[src/rtl/sort_pkg.sv]
// Shared types and defaults for the streaming insertion sorter.
package sort_pkg;

  localparam int SORT_W  = 6;
  localparam int SORT_N  = 5;
  localparam int SORT_IW = $clog2(SORT_N);

  typedef enum logic {
    LOAD  = 1'b0,
    DRAIN = 1'b1
  } sort_state_t;

  // Index width that never collapses to zero bits.
  function automatic int idx_w(input int n);
    return (n > 1) ? $clog2(n) : 1;
  endfunction

endpackage

[src/rtl/sort_stream_if.sv]
// Sample-in / sorted-out handshake bundle for sort_stream.
interface sort_stream_if
  import sort_pkg::*;
#(
  parameter int W = SORT_W
);

  logic         in_valid;
  logic [W-1:0] in_num;
  logic         in_ready;
  logic         out_valid;
  logic [W-1:0] out_num;
  logic         out_median;
  logic         out_last;
  logic         out_ready;

  modport master (
    output in_valid,
    output in_num,
    output out_ready,
    input  in_ready,
    input  out_valid,
    input  out_num,
    input  out_median,
    input  out_last
  );

  modport slave (
    input  in_valid,
    input  in_num,
    input  out_ready,
    output in_ready,
    output out_valid,
    output out_num,
    output out_median,
    output out_last
  );

endinterface

[src/rtl/sort_insert_slot.sv]
// One slot of the ascending insertion array: picks its next value from
// itself, its left neighbour or the incoming sample.
module sort_insert_slot
  import sort_pkg::*;
#(
  parameter int W = SORT_W
) (
  input  logic [W-1:0] own_val,
  input  logic [W-1:0] left_val,
  input  logic [W-1:0] new_val,
  input  logic         valid,
  input  logic         left_valid,
  output logic [W-1:0] next_val
);

  logic new_lt_left;
  logic new_lt_own;

  assign new_lt_left = new_val < left_val;
  assign new_lt_own  = new_val < own_val;

  // An empty slot acts as +inf, so it receives the sample or the shifted
  // neighbour; slots past the fill point (left not valid) never change.
  // Equal values do not compare less, which keeps ties in arrival order.
  always_comb begin
    next_val = own_val;
    if (left_valid && new_lt_left) begin
      next_val = left_val;
    end else if (left_valid && (!valid || new_lt_own)) begin
      next_val = new_val;
    end
  end

endmodule

[src/rtl/sort_stream.sv]
// Serial sorter: loads N samples into an ascending array, then streams
// them out smallest first with median and last-of-frame flags.
//
//   state | meaning
//   ------+-----------------------------------------------------------
//   LOAD  | in_ready high; each accepted sample is inserted in order
//   DRAIN | out_valid high; arr[rd_idx] presented until out_ready
module sort_stream
  import sort_pkg::*;
#(
  parameter int W = SORT_W,
  parameter int N = SORT_N
) (
  input logic         clk,
  input logic         rst,
  sort_stream_if.slave bus
);

  localparam int IW = idx_w(N);
  localparam logic [IW-1:0] MED_IDX  = IW'(N / 2);
  localparam logic [IW-1:0] LAST_IDX = IW'(N - 1);

  sort_state_t   state;
  logic [IW-1:0] wr_cnt;
  logic [IW-1:0] rd_idx;
  logic [W-1:0]  arr     [N];
  logic [W-1:0]  arr_nxt [N];

  for (genvar i = 0; i < N; i++) begin : g_slot
    logic [W-1:0] left_val;
    logic         left_valid;
    logic         slot_valid;

    // Slot 0 sees an implicit -inf neighbour: zero never exceeds a sample.
    if (i == 0) begin : g_head
      assign left_val   = '0;
      assign left_valid = 1'b1;
    end else begin : g_body
      assign left_val   = arr[i-1];
      assign left_valid = IW'(i - 1) < wr_cnt;
    end

    assign slot_valid = IW'(i) < wr_cnt;

    sort_insert_slot #(
      .W (W)
    ) u_slot (
      .own_val    (arr[i]),
      .left_val   (left_val),
      .new_val    (bus.in_num),
      .valid      (slot_valid),
      .left_valid (left_valid),
      .next_val   (arr_nxt[i])
    );
  end

  always_ff @(posedge clk) begin
    if (rst) begin
      state  <= LOAD;
      wr_cnt <= '0;
      rd_idx <= '0;
      for (int i = 0; i < N; i++) begin
        arr[i] <= '0;
      end
    end else begin
      case (state)
        LOAD: begin
          if (bus.in_valid) begin
            arr <= arr_nxt;
            if (wr_cnt == LAST_IDX) begin
              wr_cnt <= '0;
              state  <= DRAIN;
            end else begin
              wr_cnt <= wr_cnt + 1'b1;
            end
          end
        end
        DRAIN: begin
          if (bus.out_ready) begin
            if (rd_idx == LAST_IDX) begin
              rd_idx <= '0;
              state  <= LOAD;
            end else begin
              rd_idx <= rd_idx + 1'b1;
            end
          end
        end
        default: state <= LOAD;
      endcase
    end
  end

  // Ready is masked by rst so a source never sees a handshake being reset away.
  assign bus.in_ready   = (state == LOAD) && !rst;
  assign bus.out_valid  = (state == DRAIN);
  assign bus.out_num    = arr[rd_idx];
  assign bus.out_median = (state == DRAIN) && (rd_idx == MED_IDX);
  assign bus.out_last   = (state == DRAIN) && (rd_idx == LAST_IDX);

endmodule

[src/flat_wrapper.sv]
// flat-port wrapper written by rule: the top's interface ports become plain ports
module sort_stream_flat import sort_pkg::*;
#(
  parameter int W = SORT_W,
  parameter int N = SORT_N
)
  (clk, rst, bus_in_valid, bus_in_num, bus_out_ready, bus_in_ready, bus_out_valid, bus_out_num, bus_out_median, bus_out_last);
  sort_stream_if #(.W(W)) bus_i ();
  input logic clk;
  input logic rst;
  input wire logic [$bits(bus_i.in_valid)-1:0] bus_in_valid;
  input wire logic [$bits(bus_i.in_num)-1:0] bus_in_num;
  input wire logic [$bits(bus_i.out_ready)-1:0] bus_out_ready;
  output wire logic [$bits(bus_i.in_ready)-1:0] bus_in_ready;
  output wire logic [$bits(bus_i.out_valid)-1:0] bus_out_valid;
  output wire logic [$bits(bus_i.out_num)-1:0] bus_out_num;
  output wire logic [$bits(bus_i.out_median)-1:0] bus_out_median;
  output wire logic [$bits(bus_i.out_last)-1:0] bus_out_last;
  assign bus_i.in_valid = bus_in_valid;
  assign bus_i.in_num = bus_in_num;
  assign bus_i.out_ready = bus_out_ready;
  assign bus_in_ready = bus_i.in_ready;
  assign bus_out_valid = bus_i.out_valid;
  assign bus_out_num = bus_i.out_num;
  assign bus_out_median = bus_i.out_median;
  assign bus_out_last = bus_i.out_last;
  sort_stream #(.W(W), .N(N)) u_core (.clk(clk), .rst(rst), .bus(bus_i));
endmodule
[config.mk]
export PLATFORM = sky130hd
export DESIGN_NAME = sort_stream_flat
export DESIGN_NICKNAME = d
export VERILOG_FILES = /design/src/rtl/sort_pkg.sv /design/src/rtl/sort_stream_if.sv /design/src/rtl/sort_insert_slot.sv /design/src/rtl/sort_stream.sv /design/src/flat_wrapper.sv
export SDC_FILE = /design/constraint.sdc
export NUM_CORES = 1
export LEC_CHECK = 0
export CAP_MARGIN = 20
export CORE_ASPECT_RATIO = 2
export CORE_MARGIN = 10
export CORE_UTILIZATION = 44
export DETAILED_ROUTE_END_ITERATION = 6
export PLACE_DENSITY_LB_ADDON = 0.1
export SKIP_LAST_GASP = 1
export SLEW_MARGIN = 20
export SYNTH_ARGS = -nofsm -noshare
export SYNTH_HDL_FRONTEND = slang
export SYNTH_SLANG_ARGS = --single-unit
export TNS_END_PERCENT = 30
[constraint.sdc]
create_clock -name clk -period 3.12 [get_ports clk]
set_input_delay 0.312 -clock clk [delete_from_list [all_inputs] [get_ports clk]]
set_output_delay 0.312 -clock clk [all_outputs]
set_load 0.02 [all_outputs]
Word level (Yosys, flattened, before mapping). Cells that the tools add are included.

Logic and storage cells: 81. Register bits: 37. Input bits: 10. Output and inout bits: 10.

Add/subtract/negate cells: 2. Equal/unequal tests: 3. Bitwise logic cells: 2. Magnitude comparators: 12. Reductions and logical operators: 34. Muxes and demuxes: 20.

Operator list (count): two-way mux 6 bit (12); less-than comparator 6 bit (5); binary-select mux 6 bit (select 3 bit) (1); AND reduction 3 bit (5); logical AND 1 bit (11); nonzero test 2 bit (5); adder 3 x 1 -> 3 bit (second input constant) (2); == test 3 bit (second input constant) (2); zero test 1 bit (6); less-than comparator 1 x 3 -> 1 bit (first input constant) (2); less-than comparator 2 x 3 -> 1 bit (first input constant) (2); less-than comparator 6 x 1 -> 1 bit (second input constant) (1); two-way mux 3 bit (2); logical OR 1 bit (5); >= comparator 4 bit (second input constant) (1); two-way mux 1 bit (4); inverter 3 -> 4 bit (1); AND reduction 2 bit (2); == test 3 x 2 -> 1 bit (second input constant) (1); less-than comparator 3 bit (first input constant) (1); case mux 1 bit (2 select lines) (1); inverter 1 bit (1).

Logic depth before layout (Yosys ltp).
Depth after elaboration: 6. Mapped depth: 9. Mapped depth without buffers: 8.

Cells and area by module. From an unflattened synthesis, not the netlist that was laid out.

Cell total of the unflattened synthesis: 468. Area total of the unflattened synthesis: 3733.6 um^2.

Modules (own cells, without submodules): sort_insert_slot (area each 395.4 um^2, seq. area each 0.0 um^2, instances 5, cells each 49); sort_stream (area each 1756.7 um^2, seq. area each 740.7 um^2, instances 1, cells each 223).

Least setup slack after synthesis. No wires, ideal clock.

Kind: register to register. From: register u_core.arr (netlist bit u_core.g_slot[3].left_val[3]). To: register u_core.arr (netlist bit u_core.g_slot[4].left_val[2]). Arrival: 1972 ps. Path slack: 1060 ps. Clock period less this slack: 2060 ps. Setup time: 88 ps. Buffers on the path: 1. Data required time: 3032 ps. Cell stages (with the launch flop): 10. Cell sequence: dfxtp_1 -> inv_1 -> ha_1 -> a21o_1 -> a21oi_1 -> o221ai_2 -> a311oi_2 -> buf_6 -> nor2_1 -> a311oi_2.

Longest elaborated chain between the ends: 4. Elaborated cells on any way between the ends: 5. Those cells by class: 1 x order compare; 1 x mux; 3 x reduce/logical.

Ends and longest elaborated chain: start: declaration (line sort_stream.sv:26) `logic [W-1:0] arr [N];`; start signal: assignment (line sort_stream.sv:69) `arr <= arr_nxt;`; less-than comparator 6 bit * (line sort_insert_slot.sv:19) `assign new_lt_left = new_val < left_val;`; logical AND 1 bit * (line sort_insert_slot.sv:27) `if (left_valid && new_lt_left) begin`; nonzero test 2 bit (no source line); AND reduction 3 bit (no source line).

Mark *: on every way between the ends. The rest lies on a longest branch, timed or not. A chain may end at the register's enable or synchronous reset.

Worst setup path in the final report.
From: input port bus_in_num[2]. To: register u_core.arr (netlist bit u_core.g_slot[2].left_val[1]).

Longest elaborated chain between the ends: 5. Elaborated cells on any way between the ends: 8. Those cells by class: 2 x order compare; 1 x mux; 5 x reduce/logical.

Ends and longest elaborated chain: start: declaration (line flat_wrapper.sv:12) `input wire logic [$bits(bus_i.in_num)-1:0] bus_in_num;`; less-than comparator 6 bit (line sort_insert_slot.sv:20) `assign new_lt_own = new_val < own_val;`; logical OR 1 bit (line sort_insert_slot.sv:29) `end else if (left_valid && (!valid || new_lt_own)) begin`; logical AND 1 bit (line sort_insert_slot.sv:29); nonzero test 2 bit (no source line); AND reduction 3 bit (no source line).

Parallel ways exist; a longest one is shown, timed or not.

==> reports/results.md <==
## Pwr
• 427 nW/um^2 — total power per unit cell area
• 1.17 nW — Leakage Power
• 1.32 mW — overall power after layout
• 277 uV — worst vdd rail ir drop

## Synth
• 37 — register bit count reported by yosys
• 40 — number of different library cells in the post-synthesis netlist
• 2650 sq um — summed instance area of the synthesized netlist
• 8.32 sq um — synthesized area per cell
• 319 — Cells after Synth
• sky130_fd_sc_hd__nor2_1 (45), sky130_fd_sc_hd__inv_1 (44), sky130_fd_sc_hd__dfxtp_1 (37) — top cell types by occurrence after synthesis
• 27.9% — sequential fraction of the synthesis area
• 0 — number of enable flip-flop cells after synthesis
• 0% — fraction of registers with async set or reset after synthesis
• 0 — yosys synthesis warning count
• sky130_fd_sc_hd__nor2_1 — top-count cell post-synth
• 27.9% — top-area cell type share of the netlist area
• 359 — net count after synthesis
• sky130_fd_sc_hd__dfxtp_1 — cell taking the most area after synthesis
• sky130_fd_sc_hd__dfxtp_1 — prevailing post-synth register cell
• sky130_fd_sc_hd__dfxtp_1 (28%), sky130_fd_sc_hd__ha_1 (14%), sky130_fd_sc_hd__nor2_1 (6.4%), sky130_fd_sc_hd__inv_1 (6.2%), sky130_fd_sc_hd__mux4_2 (5.1%) — cell types with the largest area share after synthesis

## GRT
• 2,312 — via count of the first global-routing pass
• 11,900 um — global-route wire length before repair
• 16.2% — total global-route track usage
• 0 — total overflow reported by the global router
• 38 — largest net degree at the start of global routing
• 0 — initial antenna violation count

## Job
• 0 — number of violations of the max-capacitance limit

## Setup path
• clkdlybuf4s50_1, ha_1, a21o_1, a31oi_1, o211ai_1, a31oi_4, nor2_1, a2111oi_0 — sequence of cells on the critical path
• 2.80 ns — data arrival at the endpoint of the critical path
• 0.67 ns — max incr delay on CP
• in -> reg — crit path kind
• input pin — kind of start point of the critical path
• sky130_fd_sc_hd__clkdlybuf4s50_1 — slowest cell on the critical path
• 7 — Worst Path Max Fanout
• 3.27 ns — endpoint required time on the critical path
• flop — sort of element at the end of the critical path

## Finish
• 381 — Final Net Count
• 13.2% — ratio of cells with drive above 1 in the final layout
• 51.8% — utilization after layout
• 0 — antenna cell count
• 405 — count of non-filler cells in the finished layout
• 598 — number of filler instances in the final layout
• 16.4% — layout overhead on the synthesized area

## Timing
• 46.3% — Rel. slew slack
• 0.00428 ns — maximum clock skew at final layout
• 0 ns — total negative setup slack
• 0 — fin. max-slew vios
• 0.463 ns — Final WS setup
• 0 — total setup violations reported at the end of the flow
• 85.1% — share of the clock period used by the worst path
• 0.800 ns — Slew @ Worst Pin
• no — RSZ-0062 raised after global routing
• 0 — number of hold violations in the final report
• 2.66 ns — minimum clock period after layout
• 0.376 GHz — Fmax achieved

## CTS
• 0 — number of buffers inserted by post-CTS setup repair
• 2 — count of H-tree levels built during CTS
• 5 — Num CTS Buffers
• 0.29 ns — latest clock arrival within the worst-skew pair
• 2 — maximum count of clock buffers along a single path
• 0 — Resized cells post-CTS
• 0.06 ns — clock-pin slew on the worst setup and hold paths
• built — TritonCTS clock tree
• sky130_fd_sc_hd__clkbuf_16 — clk root buf
• 37 — clock tree sinks
• 0 — hold buffers post-CTS

## Drt
• 0 — number of routed nets with antenna violations
• 7330 um — routed wire length
• 4 — first-pass iteration count of the detailed router
• 18.1 um — routed wirelength normalized by instance count
• 5.73 — vias per std cell
• 105 — DRT iter0 DRCs
• 2,322 — number of vias in the routed layout
• 0 — drc violations

## Placed design
• 0.0948 ns — pre-CTS worst setup slack
• 5770 um — detailed-placement wirelength estimate
• 0.872 — gpl congestion
• 19 — number of port buffers
• 397 — instance count after placement with tap cells included

## Floorplanning
• 5960 sq um — Core Box Area
• 44.5% — initial standard-cell utilization of the core
• 9720 sq um — die area
• 40 — Row Count
• 130 um — height of the die
• 74.9 um — die width
• 20 — Ports

## Outcome
• complete, no violations — status

## Worst hold path
• reg -> reg — Hold/Removal Path Class

[kinds of logic (layout without fill, tap and decap cells)]
group | Yosys count | after routing | synth area share (%)
compound gates | 91 | 91 | 26.4
simple gates | 89 | 89 | 14.7
buf+inv | 58 | 81 | 8.73
flops | 37 | 37 | 27.9
fa+ha+maj | 30 | 30 | 14.2
mux | 14 | 14 | 8.11
[layout make-up]
type	count	area, sq um	area share, %
Multi-Input combinational cell	224	1680	54.4
Sequential cell	37	741	24.0
Timing Repair Buffer	29	265	8.59
Inverter	44	165	5.35
Clock buffer	7	153	4.94
Tap cell	63	78.8	2.55
Clock inverter	1	5.00	0.162
[registers in the layout, indices dropped and copies added, names as in the netlist]
signal,count
u_core.arr,6
u_core.bus.out_valid,1
u_core.g_slot.left_val,24
u_core.rd_idx,3
u_core.wr_cnt,3
[layout by cell type (no fill, tap or decap), types with 5 or more instances in the layout]
master,instances
sky130_fd_sc_hd__clkdlybuf4s50_1,19
sky130_fd_sc_hd__buf_4,10
sky130_fd_sc_hd__clkbuf_16,5
sky130_fd_sc_hd__inv_1,44
sky130_fd_sc_hd__a211oi_1,9
sky130_fd_sc_hd__dfxtp_1,37
sky130_fd_sc_hd__a31oi_1,5
sky130_fd_sc_hd__ha_1,30
sky130_fd_sc_hd__nor2_1,45
sky130_fd_sc_hd__a21oi_1,22
sky130_fd_sc_hd__o21ai_0,16
sky130_fd_sc_hd__a21o_1,8
sky130_fd_sc_hd__a311oi_2,5
sky130_fd_sc_hd__nand3_1,9
sky130_fd_sc_hd__a2111oi_0,6
sky130_fd_sc_hd__mux4_2,6
sky130_fd_sc_hd__mux2i_1,8
sky130_fd_sc_hd__nand2_1,19
sky130_fd_sc_hd__o221a_2,6
sky130_fd_sc_hd__nand2b_1,6
[through the flow]
stage	hold WS, ns	instance area [sq um]
2_1_floorplan	0.459	2650
3_3_place_gp	0.510	2930
3_5_place_dp	0.506	2930
4_1_cts	0.514	3090
5_1_grt	0.547	3090
6_report	0.511	3090
[worst paths after layout]
kind	start	slack [ns]	depth (start not counted)	end
worst max-delay path	bus_in_num[2]	0.46	8	u_core.g_slot[2].left_val[1]$_SDFFE_PP0P_
worst min register to register	u_core.g_slot[4].left_val[1]$_SDFFE_PP0P_	0.51	2	u_core.g_slot[4].left_val[1]$_SDFFE_PP0P_
worst min-delay path	u_core.g_slot[4].left_val[1]$_SDFFE_PP0P_	0.51	2	u_core.g_slot[4].left_val[1]$_SDFFE_PP0P_
worst max register to register	u_core.g_slot[1].left_val[2]$_SDFFE_PP0P_	0.69	8	u_core.g_slot[2].left_val[1]$_SDFFE_PP0P_
[power by group]
group	internal [mW]	switching [mW]	total (mW)	leakage, nW
Clock	0.338	0.204	0.543	0.0799
Combinational	0.111	0.144	0.255	0.792
Sequential	0.495	0.0264	0.521	0.301
Total	0.944	0.374	1.32	1.17
[layer usage]
metal | up-vias | global-route usage, % | share of wire, %
met5 | - | 0 | 0
met4 | 0 | 7.85 | 2.6
li1 | 1176 | - | -
met2 | 39 | 30.2 | 56
met3 | 11 | 2.59 | 3.1
met1 | 1096 | 16.4 | 39
[critical path, delay by kind of cell]
kind / cells / cell delay, ns
compound gates: 5 / 1.44
fa+ha+maj: 1 / 0.31
buf+inv: 1 / 0.67
simple gates: 1 / 0.07
No activity file was read; power rests on OpenSTA's default activity.
